### src/rtl/regfile_wr_sched.sv
// -----------------------------------------------------------------------------
// regfile_wr_sched
//   Write-port scheduler for the 15-entry register file (r0-r14; r15 is the PC
//   and is never written). It merges two writers onto one registered write port.
//     - Writer A: single-cycle pipeline writeback. It always wins the port.
//     - Writer B: 64-bit long-multiply result, written as two 32-bit halves.
//   A pending-write mask lets decode interlock on in-flight B destinations.
//
//   Handshake: B uses valid/ready. A request transfers in a cycle where
//   b_valid && b_ready. b_ready is high only while the scheduler is IDLE, so
//   there is no buffering beyond the one held result.
//
// Ports
//   clk, reset_n             clock, synchronous active-low reset
//   a_we, a_wa, a_wd         writer A enable / address / data
//   b_valid, b_ready         writer B handshake
//   b_wa_lo, b_wa_hi, b_wd   writer B addresses and 64-bit data (lo in low half)
//   rf_we, rf_wa, rf_wd      registered register-file write port
//   pend_mask                bit n set while a B write to rn is outstanding
//   stall_a                  asks upstream to hold a_we low (B starving)
//   wr_err                   one-cycle pulse when a write to r15 is dropped
// -----------------------------------------------------------------------------
module regfile_wr_sched #(
    parameter int DATA_W       = 32,
    parameter int STARVE_LIMIT = 2
) (
    input  logic                clk,
    input  logic                reset_n,
    input  logic                a_we,
    input  logic [3:0]          a_wa,
    input  logic [DATA_W-1:0]   a_wd,
    input  logic                b_valid,
    output logic                b_ready,
    input  logic [3:0]          b_wa_lo,
    input  logic [3:0]          b_wa_hi,
    input  logic [2*DATA_W-1:0] b_wd,
    output logic                rf_we,
    output logic [3:0]          rf_wa,
    output logic [DATA_W-1:0]   rf_wd,
    output logic [15:0]         pend_mask,
    output logic                stall_a,
    output logic                wr_err
);

    typedef enum logic [1:0] {IDLE = 2'd0, LO = 2'd1, HI = 2'd2} state_t;

    localparam int              CNT_W   = $clog2(STARVE_LIMIT + 1);
    localparam logic [CNT_W-1:0] LIMIT  = CNT_W'(STARVE_LIMIT);
    localparam logic [3:0]      PC_ADDR = 4'd15;

    state_t             state;
    logic [3:0]         lo_wa, hi_wa;
    logic [DATA_W-1:0]  lo_wd, hi_wd;
    logic               lo_todo, hi_todo;
    logic [CNT_W-1:0]   stall_cnt;

    // Decisions for the current cycle, registered by the single always_ff.
    state_t             state_n;
    logic [CNT_W-1:0]   cnt_n;
    logic               half_todo;
    logic               b_blocked;
    logic               b_issue;
    logic [3:0]         b_addr;
    logic [DATA_W-1:0]  b_data;
    logic               a_write;
    logic               accept;
    logic               lo_todo_n, hi_todo_n;
    logic               err_n;

    assign b_ready = (state == IDLE);
    assign accept  = b_valid && (state == IDLE);
    assign a_write = a_we && (a_wa != PC_ADDR);

    always_comb begin
        half_todo = 1'b0;
        b_addr    = lo_wa;
        b_data    = lo_wd;
        if (state == LO) begin
            half_todo = lo_todo;
        end else if (state == HI) begin
            half_todo = hi_todo;
            b_addr    = hi_wa;
            b_data    = hi_wd;
        end
        // Any a_we blocks B, even one to r15 that is then dropped.
        b_blocked = half_todo && a_we;
        b_issue   = half_todo && !a_we;

        state_n = state;
        case (state)
            IDLE:    state_n = b_valid ? LO : IDLE;
            LO:      state_n = b_blocked ? LO : HI;
            HI:      state_n = b_blocked ? HI : IDLE;
            default: state_n = IDLE;
        endcase

        cnt_n = stall_cnt;
        if (state == IDLE || b_issue) begin
            cnt_n = '0;
        end else if (b_blocked && stall_cnt != LIMIT) begin
            cnt_n = stall_cnt + 1'b1;   // saturates at the limit
        end

        // A younger A write to a pending destination cancels that B half.
        if (accept) begin
            lo_todo_n = (b_wa_lo != PC_ADDR);
            hi_todo_n = (b_wa_hi != PC_ADDR);
        end else begin
            lo_todo_n = lo_todo && !(state == LO && b_issue)
                        && !(a_write && a_wa == lo_wa);
            hi_todo_n = hi_todo && !(state == HI && b_issue)
                        && !(a_write && a_wa == hi_wa);
        end

        err_n = (a_we && a_wa == PC_ADDR)
                || (accept && (b_wa_lo == PC_ADDR || b_wa_hi == PC_ADDR));
    end

    always_ff @(posedge clk) begin
        if (!reset_n) begin
            state     <= IDLE;
            lo_wa     <= '0;
            hi_wa     <= '0;
            lo_wd     <= '0;
            hi_wd     <= '0;
            lo_todo   <= 1'b0;
            hi_todo   <= 1'b0;
            stall_cnt <= '0;
            rf_we     <= 1'b0;
            rf_wa     <= '0;
            rf_wd     <= '0;
            stall_a   <= 1'b0;
            wr_err    <= 1'b0;
        end else begin
            state     <= state_n;
            stall_cnt <= cnt_n;
            lo_todo   <= lo_todo_n;
            hi_todo   <= hi_todo_n;
            stall_a   <= (cnt_n >= LIMIT) && (state_n != IDLE);
            wr_err    <= err_n;
            if (accept) begin
                lo_wa <= b_wa_lo;
                hi_wa <= b_wa_hi;
                lo_wd <= b_wd[DATA_W-1:0];
                hi_wd <= b_wd[2*DATA_W-1:DATA_W];
            end
            // Address/data hold their last values when nothing is written.
            if (a_write) begin
                rf_we <= 1'b1;
                rf_wa <= a_wa;
                rf_wd <= a_wd;
            end else if (b_issue) begin
                rf_we <= 1'b1;
                rf_wa <= b_addr;
                rf_wd <= b_data;
            end else begin
                rf_we <= 1'b0;
            end
        end
    end

    // Derived from the todo bits so a cancelled or written half drops out the
    // same cycle its todo clears; r15 halves never set a todo bit.
    always_comb begin
        pend_mask = '0;
        if (lo_todo) pend_mask[lo_wa] = 1'b1;
        if (hi_todo) pend_mask[hi_wa] = 1'b1;
    end

endmodule

### config.mk
export PLATFORM = sky130hd
export DESIGN_NAME = regfile_wr_sched
export DESIGN_NICKNAME = d
export VERILOG_FILES = /design/src/rtl/regfile_wr_sched.sv
export SDC_FILE = /design/constraint.sdc
export NUM_CORES = 1
export LEC_CHECK = 0
export BUFFER_PORTS_ARGS = -buffer_cell sky130_fd_sc_hd__buf_2
export CORE_ASPECT_RATIO = 0.5
export CORE_UTILIZATION = 35
export CTS_BUF_LIST = sky130_fd_sc_hd__clkbuf_2 sky130_fd_sc_hd__clkbuf_4 sky130_fd_sc_hd__clkbuf_8
export CTS_CLUSTER_SIZE = 24
export DETAILED_ROUTE_END_ITERATION = 10
export PLACE_DENSITY_LB_ADDON = 0.08
export SYNTH_ARGS = -nofsm -noshare
export SYNTH_HDL_FRONTEND = slang
export SYNTH_SLANG_ARGS = --single-unit
### constraint.sdc
create_clock -name clk -period 3 [get_ports clk]
set_clock_uncertainty 0.05 [all_clocks]
set_input_delay 0.75 -clock clk [delete_from_list [all_inputs] [get_ports clk]]
set_output_delay 0.75 -clock clk [all_outputs]
set_load 0.03 [all_outputs]
==> run_results.csv <==
group,metric,value,unit
critical_path,r2r_cells,5,
placement,dp_hpwl,10300,µm
power,seqPwrFrac,46.0,%
sta,maxSlewHeadroom,45.5,%
sta,fin_crit_sh,85.9,%
placement,numPortBuffers,167,
synth,ys_seq_area_share,44.4,%
cells_and_area,drive_gt1_share,31.2,%
synth,synth_compound_gate_area_share,24.8,%
sta,worst_pin_slew,0.817,ns
synth,synthXorXnorAreaFrac,1.49,%
global_routing,grt_max_degree,51,
sta,rsz0062_at_grt,"no",
synth,ys_warn_count,0,
die,start_util,36.2,%
critical_path,crit_path_max_fanout,7,
die,die_x,176,µm
global_routing,antenna_found_initial,1,
cells_and_area,multi_input_area,0.00261,mm²
synth,yosys-top-cells-count,"nand2_1 (154), dfxtp_1 (117), a21oi_1 (114), mux2i_1 (37), o21ai_0 (23)",
power,switchingPower,1.15,mW
critical_path,timing.rr.end,"rf_wa[3]$_SDFFE_PN0P_",
cells_and_area,fillers,1549,
die,dieArea,0.0156,mm²
sta,fmax,388,MHz
clock_tree,cts-hold-fix-buffers,0,
clock_tree,postCtsSetupRepairBufs,0,
power,clkPwrFrac,36.9,%
power,p_int,2.63,mW
global_routing,gr-usage-all-layers,20.2,%
sta,tns,0,ns
clock_tree,cts_tree,"yes",
synth,ys.flop_type,"dfxtp_1",
clock_tree,cts_max_level,4,
critical_path,slowest_delay,0.55,ns
clock_tree,cts_root_buf,"clkbuf_8",
synth,yosysUniqueCellTypes,43,
clock_tree,clock-sinks,117,
cells_and_area,layout.nets,881,
detailed_routing,initialDrtViolationCount,281,
die,io_pins,168,
power,power,3.78,mW
synth,synthAdderAreaFrac,0.237,%
synth,synth_top_family_by_area,"compound AO/OA/AOI/OAI gates",
detailed_routing,viasPerCell,5.09,
critical_path,endpoint_kind,"primary output",
min_path,hold_path_end,"lo_wd[25]$_SDFFE_PN0P_",
sta,finalHoldViolations,0,
clock_tree,numCtsBuffers,17,
power,switching_share,30.4,%
power,ir_worst_vdd,227,µV
cells_and_area,seqCellArea,0.00234,mm²
detailed_routing,wl_met3,970,µm
clock_tree,cts.path.max_buffers,2,
critical_path,crit_slowest_cell,"or3b_2",
die,core,0.0146,mm²
synth,synth_nets,734,
synth,synth_edf_count,0,
placement,place_congestion,0.861,
detailed_routing,route.top_layer_used,"met5",
detailed_routing,routed_wl,15700,µm
detailed_routing,antenna_left,0,
detailed_routing,drc,0,
detailed_routing,wl_met2,6840,µm
global_routing,grt_pass1_vias,4500,
detailed_routing,drt-pass1-iter-count,4,
global_routing,grt_pass1_wl,24200,µm
power,power_density,575,mW/mm²
die,die_y,88.8,µm
synth,netlist_area,0.00528,mm²
detailed_routing,routed-via-count,4971,
die,rows,31,
critical_path,critical_path_class,"reg2out",
detailed_routing,drt-met1-wl,7680,µm
synth,synth-simple-area-share,15.8,%
synth,yosysMostFrequentCell,"nand2_1",
sta,slew_viol_final,0,
min_path,hp-class,"reg2reg",
synth,syn_avg_cell_area,8.50,µm²
critical_path,crit_family,"simple AND/OR/NAND/NOR gates",
synth,synthArstFlopShare,0,%
global_routing,overflow,0,
critical_path,rrSetupSlack,0.93,ns
critical_path,r2r-start,"state[0]$_SDFF_PN0_",
critical_path,worstSetupStartpointType,"flip-flop",
synth,synth.area.mux_share,7.02,%
power,p_leak,2.66,nW
critical_path,cp_data_arrival_time,1.78,ns
clock_tree,cts_resized,0,
cells_and_area,synthToLayoutAreaGrowth,24.5,%
run,maxCapViolCount,0,
critical_path,required,2.20,ns
synth,synth_top_area_share,44.4,%
sta,post-route-min-period,2.58,ns
synth,synth-seq-cells,117,
power,p_comb_share,17.1,%
synth,synth_area_leader_cell,"dfxtp_1",
run_status,status,"completed",
synth,synthTopCellsByArea,"dfxtp_1 (44%), nand2_1 (11%), a21oi_1 (11%)",
sta,setup_viol,0,
clock_tree,clkTransAtPathRegs,0.07,ns
min_path,holdPathStages,2,
synth,postSynthCellCount,621,
critical_path,crit_buf_inv,1,
clock_tree,insertion_delay,0.44,ns
detailed_routing,wire_per_inst,16.0,µm
min_path,holdCritStartpoint,"lo_wd[25]$_SDFFE_PN0P_",
critical_path,crit_chain,"or3b_2, o22ai_1, buf_2",
cells_and_area,antennaDiodeCount,0,
-- cells by family after synthesis --
group	Yosys count
multiplexers	37
flip-flops	117
AO/OA/AOI/OAI	210
XOR/XNOR	9
adder cells (fa/ha/maj)	1
AND/OR/NAND/NOR	190
buffers and inverters	57
-- power groups by stage --
stage,logic [mW],registers (mW),clock network (mW)
after floorplan,0.366,1.83,0
after global placement,0.642,1.77,0
after detailed placement,0.646,1.77,0
after CTS,0.648,1.74,1.43
after global routing,0.706,1.75,1.51
final,0.644,1.74,1.39
-- worst reg2reg max path, cell delays in order (launching register included) --
cell      delay, ns
dfxtp_1        0.60
nand3b_4       0.27
nand3_2        0.37
buf_4          0.39
a21oi_1        0.18
a211oi_1       0.06
-- registers in the layout, summed over array words and instances (netlist names) --
signal	flops
rf_wd	32
hi_wa	4
lo_todo	1
rf_we	1
stall_a	1
hi_wd	32
stall_cnt	2
wr_err	1
lo_wd	32
rf_wa	4
lo_wa	4
hi_todo	1
state	2
-- cells in the final DEF, fill, tap and decap left out, types with 12 or more instances in the layout --
| master | synthesis | layout |
|---|---|---|
| a211oi_1 | 17 | 17 |
| a211oi_2 | 19 | 19 |
| a21oi_1 | 114 | 114 |
| buf_2 | 17 | 167 |
| clkbuf_8 | 0 | 17 |
| dfxtp_1 | 117 | 117 |
| mux2i_1 | 37 | 37 |
| nand2_1 | 154 | 153 |
| o21ai_0 | 23 | 23 |
| o21ai_1 | 14 | 14 |
| o22ai_1 | 12 | 12 |
-- how the worst max path moves through the flow --
stage                          startpoint                      to  slack [ns]  cells past startpoint
global route           hi_todo$_SDFF_PN0_           pend_mask[15]        0.26                      3
CTS                 lo_wa[3]$_SDFFE_PN0P_            pend_mask[1]        0.40                      3
floorplan           hi_wa[0]$_SDFFE_PN0P_           pend_mask[13]        0.72                      3
detailed placement                a_wa[2]  rf_wd[20]$_SDFFE_PN0P_        0.65                      5
global placement                  a_wa[2]  rf_wd[17]$_SDFFE_PN0P_        0.67                      5
finish              lo_wa[3]$_SDFFE_PN0P_            pend_mask[1]        0.42                      3
-- cell type report --
type	instances	share of cell area, %
tap	198	3.77
timing repair buffer	179	14.9
sequential	117	35.7
clock buffer	17	3.56
clock inverter	13	2.08
inverter	6	0.343
multi-input combinational	447	39.7
-- stage by stage --
stage / hold WS [ns] / worst slack, ns / util [%] / std cells / cell area (µm²)
global placement: 0.392 / 0.666 / 42.5 / 947 / 6200
CTS: 0.405 / 0.401 / 45.0 / 977 / 6570
finish: 0.404 / 0.424 / 45.0 / 977 / 6570
floorplan: 0.386 / 0.718 / - / 621 / 5280
detailed placement: 0.396 / 0.651 / 42.5 / 947 / 6200
global route: 0.420 / 0.258 / 45.0 / 977 / 6570
-- routing by layer --
layer  GRT usage (%)  vias up
met5               0        -
met1            27.6     2322
met3            5.76       18
li1                -     2472
met4            5.22        2
met2            31.3      157
Note: power is estimated with default switching activity, not from simulation.
